==> src/rtl/imem_pkg.sv <==
// Types and constants shared by the instruction memory, its boot loader and the CPU top.
package imem_pkg;
  localparam int         IMEM_ADDR_W    = 10;
  localparam logic [7:0] IMEM_SYNC_BYTE = 8'hA5;

  typedef enum logic [2:0] {
    IDLE,
    LEN0,
    LEN1,
    DATA,
    CSUM,
    DONE,
    ERR
  } loader_state_t;
endpackage

==> src/rtl/imem_boot_loader_if.sv <==
// Byte-stream input, instruction-memory write port and loader status, bundled.
interface imem_boot_loader_if #(
  parameter int ADDR_W = imem_pkg::IMEM_ADDR_W
);
  logic              start;
  logic [7:0]        rx_data;
  logic              rx_valid;
  logic              rx_ready;
  logic              wr_en;
  logic [ADDR_W-1:0] wr_addr;
  logic [31:0]       wr_data;
  logic              cpu_hold;
  logic              load_done;
  logic              load_err;
  logic [ADDR_W:0]   words_loaded;

  modport master (
    output start, rx_data, rx_valid,
    input  rx_ready, wr_en, wr_addr, wr_data, cpu_hold, load_done, load_err, words_loaded
  );

  modport slave (
    input  start, rx_data, rx_valid,
    output rx_ready, wr_en, wr_addr, wr_data, cpu_hold, load_done, load_err, words_loaded
  );
endinterface

==> src/rtl/imem_word_packer.sv <==
// Packs little-endian bytes into 32-bit words; word/word_vld appear the cycle after the 4th byte.
// No back-pressure: one byte per cycle, o_last flags the completing byte combinationally.
module imem_word_packer (
  input  logic        clk,
  input  logic        rst_n,
  input  logic        i_clr,
  input  logic        i_push,
  input  logic [7:0]  i_byte,
  output logic        o_last,
  output logic [31:0] o_word,
  output logic        o_word_vld
);
  logic [1:0]  r_idx;
  logic [31:0] r_sh;
  logic [31:0] r_word;
  logic        r_vld;

  assign o_last     = i_push & ~i_clr & (r_idx == 2'd3);
  assign o_word     = r_word;
  assign o_word_vld = r_vld;

  // Shift in at the top so the first byte ends up in [7:0] after four pushes.
  always_ff @(posedge clk or negedge rst_n) begin
    if (!rst_n) begin
      r_idx  <= 2'd0;
      r_sh   <= '0;
      r_word <= '0;
      r_vld  <= 1'b0;
    end else begin
      r_vld <= o_last;
      if (i_clr) begin
        r_idx <= 2'd0;
        r_sh  <= '0;
      end else if (i_push) begin
        r_idx <= r_idx + 2'd1;
        r_sh  <= {i_byte, r_sh[31:8]};
        if (o_last) r_word <= {i_byte, r_sh[31:8]};
      end
    end
  end
endmodule

==> src/rtl/imem_boot_loader.sv <==
// Frame parser (SYNC, LEN_LO, LEN_HI, data[, csum if IMEM_LOADER_CHECKSUM_EN]) writing words from addr 0;
// wr_en one cycle after each 4th data byte, rx_ready held high until DONE/ERR (no back-pressure).
module imem_boot_loader
  import imem_pkg::*;
#(
  parameter int         ADDR_W    = IMEM_ADDR_W,
  parameter logic [7:0] SYNC_BYTE = IMEM_SYNC_BYTE
) (
  input  logic              clk,
  input  logic              rst_n,
  imem_boot_loader_if.slave bus
);
  localparam logic [16:0]   DEPTH = 17'(1) << ADDR_W;
  localparam logic [ADDR_W:0] ONE = (ADDR_W + 1)'(1);

  loader_state_t     r_state;
  logic              r_rx_rdy, r_hold, r_done, r_err;
  logic [ADDR_W:0]   r_words, r_len;
  logic [ADDR_W-1:0] r_wr_addr;
  logic [7:0]        r_len_lo;
`ifdef IMEM_LOADER_CHECKSUM_EN
  logic [7:0]        r_csum;
`endif

  logic              w_acc, w_push, w_clr, w_last, w_word_vld;
  logic [31:0]       w_word;
  logic [15:0]       w_len;
  logic [ADDR_W:0]   w_words_nxt;

  assign w_acc       = bus.rx_valid & r_rx_rdy;
  assign w_push      = w_acc & (r_state == DATA);
  assign w_clr       = bus.start & ((r_state == DONE) | (r_state == ERR));
  assign w_len       = {bus.rx_data, r_len_lo};
  assign w_words_nxt = r_words + ONE;

  imem_word_packer u_packer (
    .clk        (clk),
    .rst_n      (rst_n),
    .i_clr      (w_clr),
    .i_push     (w_push),
    .i_byte     (bus.rx_data),
    .o_last     (w_last),
    .o_word     (w_word),
    .o_word_vld (w_word_vld)
  );

  always_ff @(posedge clk or negedge rst_n) begin
    if (!rst_n) begin
      r_state   <= IDLE;
      r_rx_rdy  <= 1'b1;
      r_hold    <= 1'b1;
      r_done    <= 1'b0;
      r_err     <= 1'b0;
      r_words   <= '0;
      r_len     <= '0;
      r_wr_addr <= '0;
      r_len_lo  <= '0;
`ifdef IMEM_LOADER_CHECKSUM_EN
      r_csum    <= '0;
`endif
    end else begin
      case (r_state)
        IDLE: if (w_acc && bus.rx_data == SYNC_BYTE) begin
          r_state <= LEN0;
          r_words <= '0;
`ifdef IMEM_LOADER_CHECKSUM_EN
          r_csum  <= '0;
`endif
        end
        LEN0: if (w_acc) begin
          r_len_lo <= bus.rx_data;
          r_state  <= LEN1;
        end
        LEN1: if (w_acc) begin
          // Oversized images are rejected before any write so wr_addr can never wrap.
          if ({1'b0, w_len} > DEPTH) begin
            r_state  <= ERR;
            r_err    <= 1'b1;
            r_rx_rdy <= 1'b0;
          end else if (w_len == 16'd0) begin
`ifdef IMEM_LOADER_CHECKSUM_EN
            r_state  <= CSUM;
`else
            r_state  <= DONE;
            r_done   <= 1'b1;
            r_hold   <= 1'b0;
            r_rx_rdy <= 1'b0;
`endif
          end else begin
            r_len   <= w_len[ADDR_W:0];
            r_state <= DATA;
          end
        end
        DATA: if (w_acc) begin
`ifdef IMEM_LOADER_CHECKSUM_EN
          r_csum <= r_csum ^ bus.rx_data;
`endif
          if (w_last) begin
            r_wr_addr <= r_words[ADDR_W-1:0];
            r_words   <= w_words_nxt;
            if (w_words_nxt == r_len) begin
`ifdef IMEM_LOADER_CHECKSUM_EN
              r_state  <= CSUM;
`else
              r_state  <= DONE;
              r_done   <= 1'b1;
              r_hold   <= 1'b0;
              r_rx_rdy <= 1'b0;
`endif
            end
          end
        end
`ifdef IMEM_LOADER_CHECKSUM_EN
        CSUM: if (w_acc) begin
          r_rx_rdy <= 1'b0;
          if (bus.rx_data == r_csum) begin
            r_state <= DONE;
            r_done  <= 1'b1;
            r_hold  <= 1'b0;
          end else begin
            r_state <= ERR;
            r_err   <= 1'b1;
          end
        end
`endif
        DONE, ERR: if (bus.start) begin
          r_state   <= IDLE;
          r_done    <= 1'b0;
          r_err     <= 1'b0;
          r_hold    <= 1'b1;
          r_rx_rdy  <= 1'b1;
          r_words   <= '0;
          r_wr_addr <= '0;
        end
        default: r_state <= IDLE;
      endcase
    end
  end

  assign bus.rx_ready     = r_rx_rdy;
  assign bus.wr_en        = w_word_vld;
  assign bus.wr_addr      = r_wr_addr;
  assign bus.wr_data      = w_word;
  assign bus.cpu_hold     = r_hold;
  assign bus.load_done    = r_done;
  assign bus.load_err     = r_err;
  assign bus.words_loaded = r_words;
endmodule
==> src/flat_wrapper.sv <==
// flat-port wrapper written by rule: the top's interface ports become plain ports
module imem_boot_loader_flat import imem_pkg::*;
#(
  parameter int         ADDR_W    = IMEM_ADDR_W,
  parameter logic [7:0] SYNC_BYTE = IMEM_SYNC_BYTE
)
  (clk, rst_n, bus_start, bus_rx_data, bus_rx_valid, bus_rx_ready, bus_wr_en, bus_wr_addr, bus_wr_data, bus_cpu_hold, bus_load_done, bus_load_err, bus_words_loaded);
  imem_boot_loader_if #(.ADDR_W(ADDR_W)) bus_i ();
  input  logic clk;
  input  logic rst_n;
  input wire logic [$bits(bus_i.start)-1:0] bus_start;
  input wire logic [$bits(bus_i.rx_data)-1:0] bus_rx_data;
  input wire logic [$bits(bus_i.rx_valid)-1:0] bus_rx_valid;
  output wire logic [$bits(bus_i.rx_ready)-1:0] bus_rx_ready;
  output wire logic [$bits(bus_i.wr_en)-1:0] bus_wr_en;
  output wire logic [$bits(bus_i.wr_addr)-1:0] bus_wr_addr;
  output wire logic [$bits(bus_i.wr_data)-1:0] bus_wr_data;
  output wire logic [$bits(bus_i.cpu_hold)-1:0] bus_cpu_hold;
  output wire logic [$bits(bus_i.load_done)-1:0] bus_load_done;
  output wire logic [$bits(bus_i.load_err)-1:0] bus_load_err;
  output wire logic [$bits(bus_i.words_loaded)-1:0] bus_words_loaded;
  assign bus_i.start = bus_start;
  assign bus_i.rx_data = bus_rx_data;
  assign bus_i.rx_valid = bus_rx_valid;
  assign bus_rx_ready = bus_i.rx_ready;
  assign bus_wr_en = bus_i.wr_en;
  assign bus_wr_addr = bus_i.wr_addr;
  assign bus_wr_data = bus_i.wr_data;
  assign bus_cpu_hold = bus_i.cpu_hold;
  assign bus_load_done = bus_i.load_done;
  assign bus_load_err = bus_i.load_err;
  assign bus_words_loaded = bus_i.words_loaded;
  imem_boot_loader #(.ADDR_W(ADDR_W), .SYNC_BYTE(SYNC_BYTE)) u_core (.clk(clk), .rst_n(rst_n), .bus(bus_i));
endmodule
==> config.mk <==
export PLATFORM = sky130hd
export DESIGN_NAME = imem_boot_loader_flat
export DESIGN_NICKNAME = d
export VERILOG_FILES = /design/src/rtl/imem_pkg.sv /design/src/rtl/imem_boot_loader_if.sv /design/src/rtl/imem_word_packer.sv /design/src/rtl/imem_boot_loader.sv /design/src/flat_wrapper.sv
export SDC_FILE = /design/constraint.sdc
export NUM_CORES = 1
export LEC_CHECK = 0
export ABC_AREA = 1
export CORE_MARGIN = 10
export CORE_UTILIZATION = 43
export CTS_CLUSTER_DIAMETER = 80
export DETAILED_ROUTE_END_ITERATION = 8
export PLACE_DENSITY = 0.72
export SETUP_SLACK_MARGIN = 0.1
export SYNTH_ARGS = -nofsm -noshare
export SYNTH_HDL_FRONTEND = slang
export SYNTH_HIERARCHICAL = 1
export SYNTH_SLANG_ARGS = --single-unit
==> constraint.sdc <==
create_clock -name clk -period 2.78 [get_ports clk]
set_input_delay 0.278 -clock clk [delete_from_list [all_inputs] [get_ports clk]]
set_output_delay 0.278 -clock clk [all_outputs]
set_load 0.05 [all_outputs]
==> results.toml, run 1 <==
[detailed_routing]
ant_nets = 0
drc = 0
vias_per_cell = 5.13
totalWireLength_um = 12600
drt_iter0_drc = 325
wl_per_cell_um = 14.9
first_pass_iters = 5
vias = 4336

[timing]
finalWorstSetupSlack_ns = 0.452
worst_slew_pin_slew_ns = 0.989
finalCritPeriodShare = 0.837
slew_viol_final = 0
skew_ns = 0.0102
relSlewSlack = 0.341
min_period_ns = 2.33
finalSetupViolations = 0
final-hold-violation-count = 0
hold_slack_ns = 0.0848
fmax_ghz = 0.430
finalSetupTns_ns = 0
rsz0062_at_grt = "no"

[power_and_ir_drop]
power.density_mw_per_mm2 = 673
leakagePower_nw = 3.00
vdd_drop_max_uv = 360
finalPower_mw = 4.35

[setup_path]
crit_path_cell_trace = "nand2_1, nor2_1, inv_1, nor2_4, nand3_4, inv_2, nand2_1, nand2_1, nand2_1, nor2_1, nand2_1, nand2_1, o21ai_0"
worstPathRequired_ns = 3.00
r2r_start = "u_core/r_state[0]"
crit_buf_inv = 2
crit_path_frequent_cell = "nand2_1"
cp_slowest_stage_delay_ns = 0.44
cp_max_fo = 11
critPathCaptureType = "flip-flop"
cp_data_arrival_time_ns = 2.55
cp_top_family = "simple AND/OR/NAND/NOR gates"
reg2reg_depth = 13
reg2reg_slack_ns = 0.45
startpoint_type = "flip-flop"
r2r_end = "u_core/bus.words_loaded[3]"
slowest_stage = "dfrtp_1"
path_class = "reg -> reg"

[logic_synthesis]
synth_cell_types = 35
ys_seq_area_frac = 0.491
synthesis.nets = 627
ys_seq_elements = 106
synth_enable_flop_cells = 0
synth.avg_cell_area_um2 = 8.82
synthFlopType = "dfrtp_1"
yosysWarnings = 6
syn_inst = 613
syn_area_mm2 = 0.00540
async_flop_share = 1.00

[clock_network]
clk_pin_slew_worst_paths_ns = 0.07
clockRootBuffer = "clkbuf_16"
cts_inserted_buffers = 9
postCtsResizedCells = 0
cts.sinks = 106
clock_latency_ns = 0.35
post-cts-setup-buffers = 0
cts_tree = "done"
hold_buffers = 0
cts-htree-levels = 3
cts_buffer_depth = 2

[cells_and_area]
fin_area_mm2 = 0.00647
synthToLayoutAreaGrowth_pct = 19.7
layoutNonFillerInstCount = 845
drive_gt1_frac = 0.167
diodes = 0
nets = 686
fillers = 1110
final_util = 0.532

[global_route]
grt_pass1_vias = 4282
antenna_found_initial = 0
grt_max_degree = 80
grt_use_total = 0.145
gr-total-overflow = 0
grt_pass1_wl_um = 21200

[placement]
dpl.cell_count = 829
dp_slack_ns = 0.528
hpwlAfterDp_um = 8990
place_area_mm2 = 0.00614
io_buffers = 69
gp_congestion = 0.887

[floorplan]
initial_core_util = 0.444
io-pin-count = 70
die_w_um = 132
chipHeight_um = 132
num_rows = 40
core-area_mm2 = 0.0122
dieArea_mm2 = 0.0175

[outcome]
outcome = "completed"

[worst_hold_path]
hp-class = "in -> async"

[flow_run]
maxCapViolations = 0
per-layer routing:
| metal | global-route usage | wire length (µm) | up-vias | share of wire |
|---|---|---|---|---|
| met5 | 0 | 0 | - | 0 |
| met4 | 0.0494 | 200 | 0 | 0.016 |
| met3 | 0.0446 | 806 | 13 | 0.064 |
| met2 | 0.244 | 6270 | 129 | 0.50 |
| met1 | 0.171 | 5290 | 2073 | 0.42 |
| li1 | - | - | 2121 | - |
Yosys cell counts (2+ instances only):
cell type	number	area share
buf_12	3	0.011
xor2_1	2	0.0032
inv_1	50	0.035
nand2_1	169	0.12
nor2_4	3	0.0063
nand4_1	39	0.045
nand3_2	14	0.026
nor2_2	2	0.0023
clkbuf_1	4	0.0028
buf_2	14	0.013
dfrtp_1	104	0.48
nand3_1	52	0.048
nand2_4	29	0.060
o21ai_1	2	0.0019
inv_2	3	0.0021
a21oi_1	4	0.0037
dfstp_2	2	0.0097
nand3b_1	3	0.0042
nor3_1	2	0.0019
buf_4	2	0.0028
buf_6	6	0.013
nor2_1	24	0.017
a31oi_1	2	0.0023
o21ai_0	37	0.034
nand2_2	30	0.035
ha_1	2	0.0046
worst max path at each step:
stage,from,end,slack (ns),cells after the start
after detailed placement,u_core/bus.words_loaded[0],u_core/r_state[0],0.53,12
final,u_core/r_state[0],u_core/bus.words_loaded[3],0.45,13
after CTS,u_core/r_state[0],u_core/u_packer/r_sh[23],0.51,8
after global routing,u_core/r_state[0],u_core/bus.load_done,0.18,14
after floorplan,u_core/r_state[0],u_core/bus.words_loaded[7],0.47,16
after global placement,u_core/bus.words_loaded[0],u_core/r_state[0],0.59,12
registers in the layout, summed over array words and instances (netlist names), 2 cells and up:
signal	cells
u_core/r_state	3
u_core/u_packer/r_sh	24
u_core/u_packer/r_idx	2
u_core/r_len_lo	8
u_core/bus.words_loaded	11
u_core/u_packer/o_word	32
u_core/bus.wr_addr	10
u_core/r_len	11
layout make-up:
type | count | area (µm²) | area share
Clock buffer | 10 | 239 | 0.0370
Clock inverter | 6 | 90.1 | 0.0139
Inverter | 53 | 199 | 0.0308
Multi-Input combinational cell | 423 | 2310 | 0.357
Sequential cell | 106 | 2660 | 0.411
Tap cell | 168 | 210 | 0.0325
Timing Repair Buffer | 79 | 763 | 0.118
cells in the final DEF (no fill, tap or decap), types with 2 or more instances in the layout:
| cell type | instances |
|---|---|
| nor2_2 | 2 |
| bufinv_16 | 2 |
| clkbuf_16 | 9 |
| nand3_1 | 52 |
| clkinv_4 | 2 |
| o21ai_0 | 37 |
| nand3_2 | 14 |
| nand3b_1 | 3 |
| nor3_1 | 2 |
| dfstp_2 | 2 |
| nand2_1 | 169 |
| buf_4 | 11 |
| clkdlybuf4s50_1 | 68 |
| nand2_2 | 30 |
| nor2_4 | 4 |
| nand4_1 | 39 |
| ha_1 | 2 |
| xor2_1 | 2 |
| a31oi_1 | 2 |
| a21oi_1 | 4 |
| dfrtp_1 | 104 |
| nand2_4 | 29 |
| o21ai_1 | 2 |
| inv_1 | 50 |
| inv_2 | 3 |
| nor2_1 | 23 |
power breakdown:
group | switching (mW) | internal [mW]
clock network | 0.560 | 0.815
logic | 0.753 | 0.329
registers | 0.160 | 1.74
kinds of logic (layout without fill, tap and decap cells):
kind of cell               after synthesis  after routing  share of synthesized area
and+or+nand+nor                        371            371                      0.370
DFF                                    106            106                      0.491
buffers and inverters                   84            148                     0.0827
AOI/OAI and AO/OA                       47             47                     0.0465
xor gates and xnor gates                 3              3                    0.00486
adders and majority gates                2              2                    0.00463
No activity file was read; power rests on OpenSTA's default activity.
==> run 2, diff against run 1 <==
PLACE_DENSITY = 0.74   (was 0.72)
clock period = 2 ns   (was 2.78 ns; I/O delays follow)
==> results.toml, run 2 (synthesis results as in run 1) <==
[setup_path]
cp_data_arrival_time_ns = 2.30
slowest_stage = "dfrtp_1"
critPathCaptureType = "flip-flop"
r2r_end = "u_core/bus.words_loaded[1]"
crit_buf_inv = 4
reg2reg_depth = 15
cp_slowest_stage_delay_ns = 0.44
reg2reg_slack_ns = -0.02
cp_top_family = "simple AND/OR/NAND/NOR gates"
crit_path_cell_trace = "nand2_2, nor3b_4, inv_2, nor2_4, inv_2, nand3_4, inv_2, nand2_2, nand2_2, nand2_4, nor2_2, nand2_2, inv_1, nand2_1, nand2_1"
cp_max_fo = 9
r2r_start = "u_core/r_state[0]"
worstPathRequired_ns = 2.29
crit_path_frequent_cell = "nand2_2"
path_class = "reg -> reg"
startpoint_type = "flip-flop"

[global_route]
grt_max_degree = 60
grt_use_total = 0.152
gr-total-overflow = 0
antenna_found_initial = 0
grt_pass1_vias = 4553
grt_pass1_wl_um = 22400

[clock_network]
cts-htree-levels = 3
clockRootBuffer = "clkbuf_16"
clk_pin_slew_worst_paths_ns = 0.07
cts_inserted_buffers = 9
cts_buffer_depth = 2
clock_latency_ns = 0.36
cts_tree = "done"
cts.sinks = 106

[timing]
skew_ns = 0.0127
rsz0062_at_grt = "yes"
finalWorstSetupSlack_ns = -0.0197
fmax_ghz = 0.495
slew_viol_final = 0
worst_slew_pin_slew_ns = 0.547
finalSetupViolations = 1
hold_slack_ns = 0.335
final-hold-violation-count = 0
min_period_ns = 2.02
relSlewSlack = 0.634
finalCritPeriodShare = 1.01

[floorplan]
core-area_mm2 = 0.0122
io-pin-count = 70
dieArea_mm2 = 0.0175
die_w_um = 132
chipHeight_um = 132
num_rows = 40
initial_core_util = 0.444

[cells_and_area]
layout_common_cells = "nand2_1 (151), dfrtp_1 (98), clkdlybuf4s50_1 (56), inv_1 (47), nand2_2 (45)"
seq_area_mm2 = 0.00266
synthToLayoutAreaGrowth_pct = 29.7
nets = 725
drive_gt1_frac = 0.284
fillers = 1067
largest_register_ffs = 32
multi_input_area_mm2 = 0.00256
diodes = 0
layout_commonest_cell = "nand2_1"

[outcome]
outcome = "finished, violations left"
violations = "setup timing"

[detailed_routing]
drt_iter0_drc = 408
wl_per_cell_um = 16.2
vias = 4711
drc = 0
vias_per_cell = 5.33
ant_nets = 0
first_pass_iters = 5
totalWireLength_um = 14300

[power_and_ir_drop]
vdd_drop_max_uv = 470
power.density_mw_per_mm2 = 897
leakagePower_nw = 3.32
finalPower_mw = 6.28

[flow_run]
maxCapViolations = 0

[worst_hold_path]
hp-class = "in -> async"

[placement]
gp_congestion = 0.879
hpwlAfterDp_um = 9420
io_buffers = 69
-- run 2: cell count changes in the layout (fill, tap and decap cells not counted), sizes merged, moves of 3 or more --
cell / before / now
buf: 11 / 46
clkdlybuf4s50: 68 / 56
dlygate4sd2: 0 / 8
dlymetal6s2s: 0 / 4
inv: 53 / 56
-- run 2: worst register-to-register path, stage by stage, from the launching register on --
cell and delay [ns]:
dfrtp_1 0.44, nand2_2 0.09, nor3b_4 0.17, inv_2 0.08
nor2_4 0.04, inv_2 0.08, nand3_4 0.08, inv_2 0.07
nand2_2 0.05, nand2_2 0.08, nand2_4 0.08, nor2_2 0.22
nand2_2 0.16, inv_1 0.14, nand2_1 0.09, nand2_1 0.08
-- run 2: cell type report --
type                            count  share of cell area
Tap cell                          168              0.0300
Clock inverter                      6             0.00678
Inverter                           53              0.0287
Clock buffer                       10              0.0327
Timing Repair Buffer              115               0.157
Multi-Input combinational cell    426               0.365
Sequential cell                   106               0.380
-- run 2: report_power, final --
| part | internal [mW] | switching [mW] |
|---|---|---|
| logic | 0.700 | 1.28 |
| clock network | 0.859 | 0.825 |
| registers | 2.42 | 0.207 |
| total | 3.97 | 2.31 |
-- run 2: worst max path at each step --
stage                                          start                         end  slack, ns  cells after the start
after CTS                 u_core/bus.words_loaded[2]         bus_words_loaded[2]       0.06                      1
after floorplan                  u_core/bus.rx_ready        u_core/bus.load_done      -0.15                     14
after global routing               u_core/r_state[0]  u_core/bus.words_loaded[1]      -0.05                     15
after global placement                bus_rx_data[4]  u_core/bus.words_loaded[3]       0.05                      9
after detailed placement              bus_rx_data[4]  u_core/bus.words_loaded[0]      -0.02                      9
final                              u_core/r_state[0]  u_core/bus.words_loaded[1]      -0.02                     15
-- run 2: routing by layer --
metal / routed length [µm] / track usage / vias up
met3: 1020 / 0.0457 / 32
met5: 0 / 0 / -
met1: 6070 / 0.193 / 2288
met4: 235 / 0.0457 / 0
li1: - / - / 2195
met2: 7020 / 0.245 / 196
-- run 2: through the flow --
stage,TNS (ns),util,worst slack (ns),instances,instance area (µm²)
final,-0.0197,0.576,-0.0197,884,7010
after global routing,-0.185,0.576,-0.0548,884,7010
after CTS,0,0.555,0.0650,874,6750
after detailed placement,-0.127,0.525,-0.0242,852,6390
after global placement,0,0.525,0.0522,852,6390
after floorplan,-2.90,-,-0.151,613,5440
-- run 2: repair_timing --
action | CTS | global route
hold buffers | 1 | 0
endpoints found under the hold margin | 32 | 0
pin swaps | 6 | 34
setup buffers | 3 | 8
cloned | 2 | 2
setup endpoints to repair | 25 | 82
resized for setup | 21 | 55
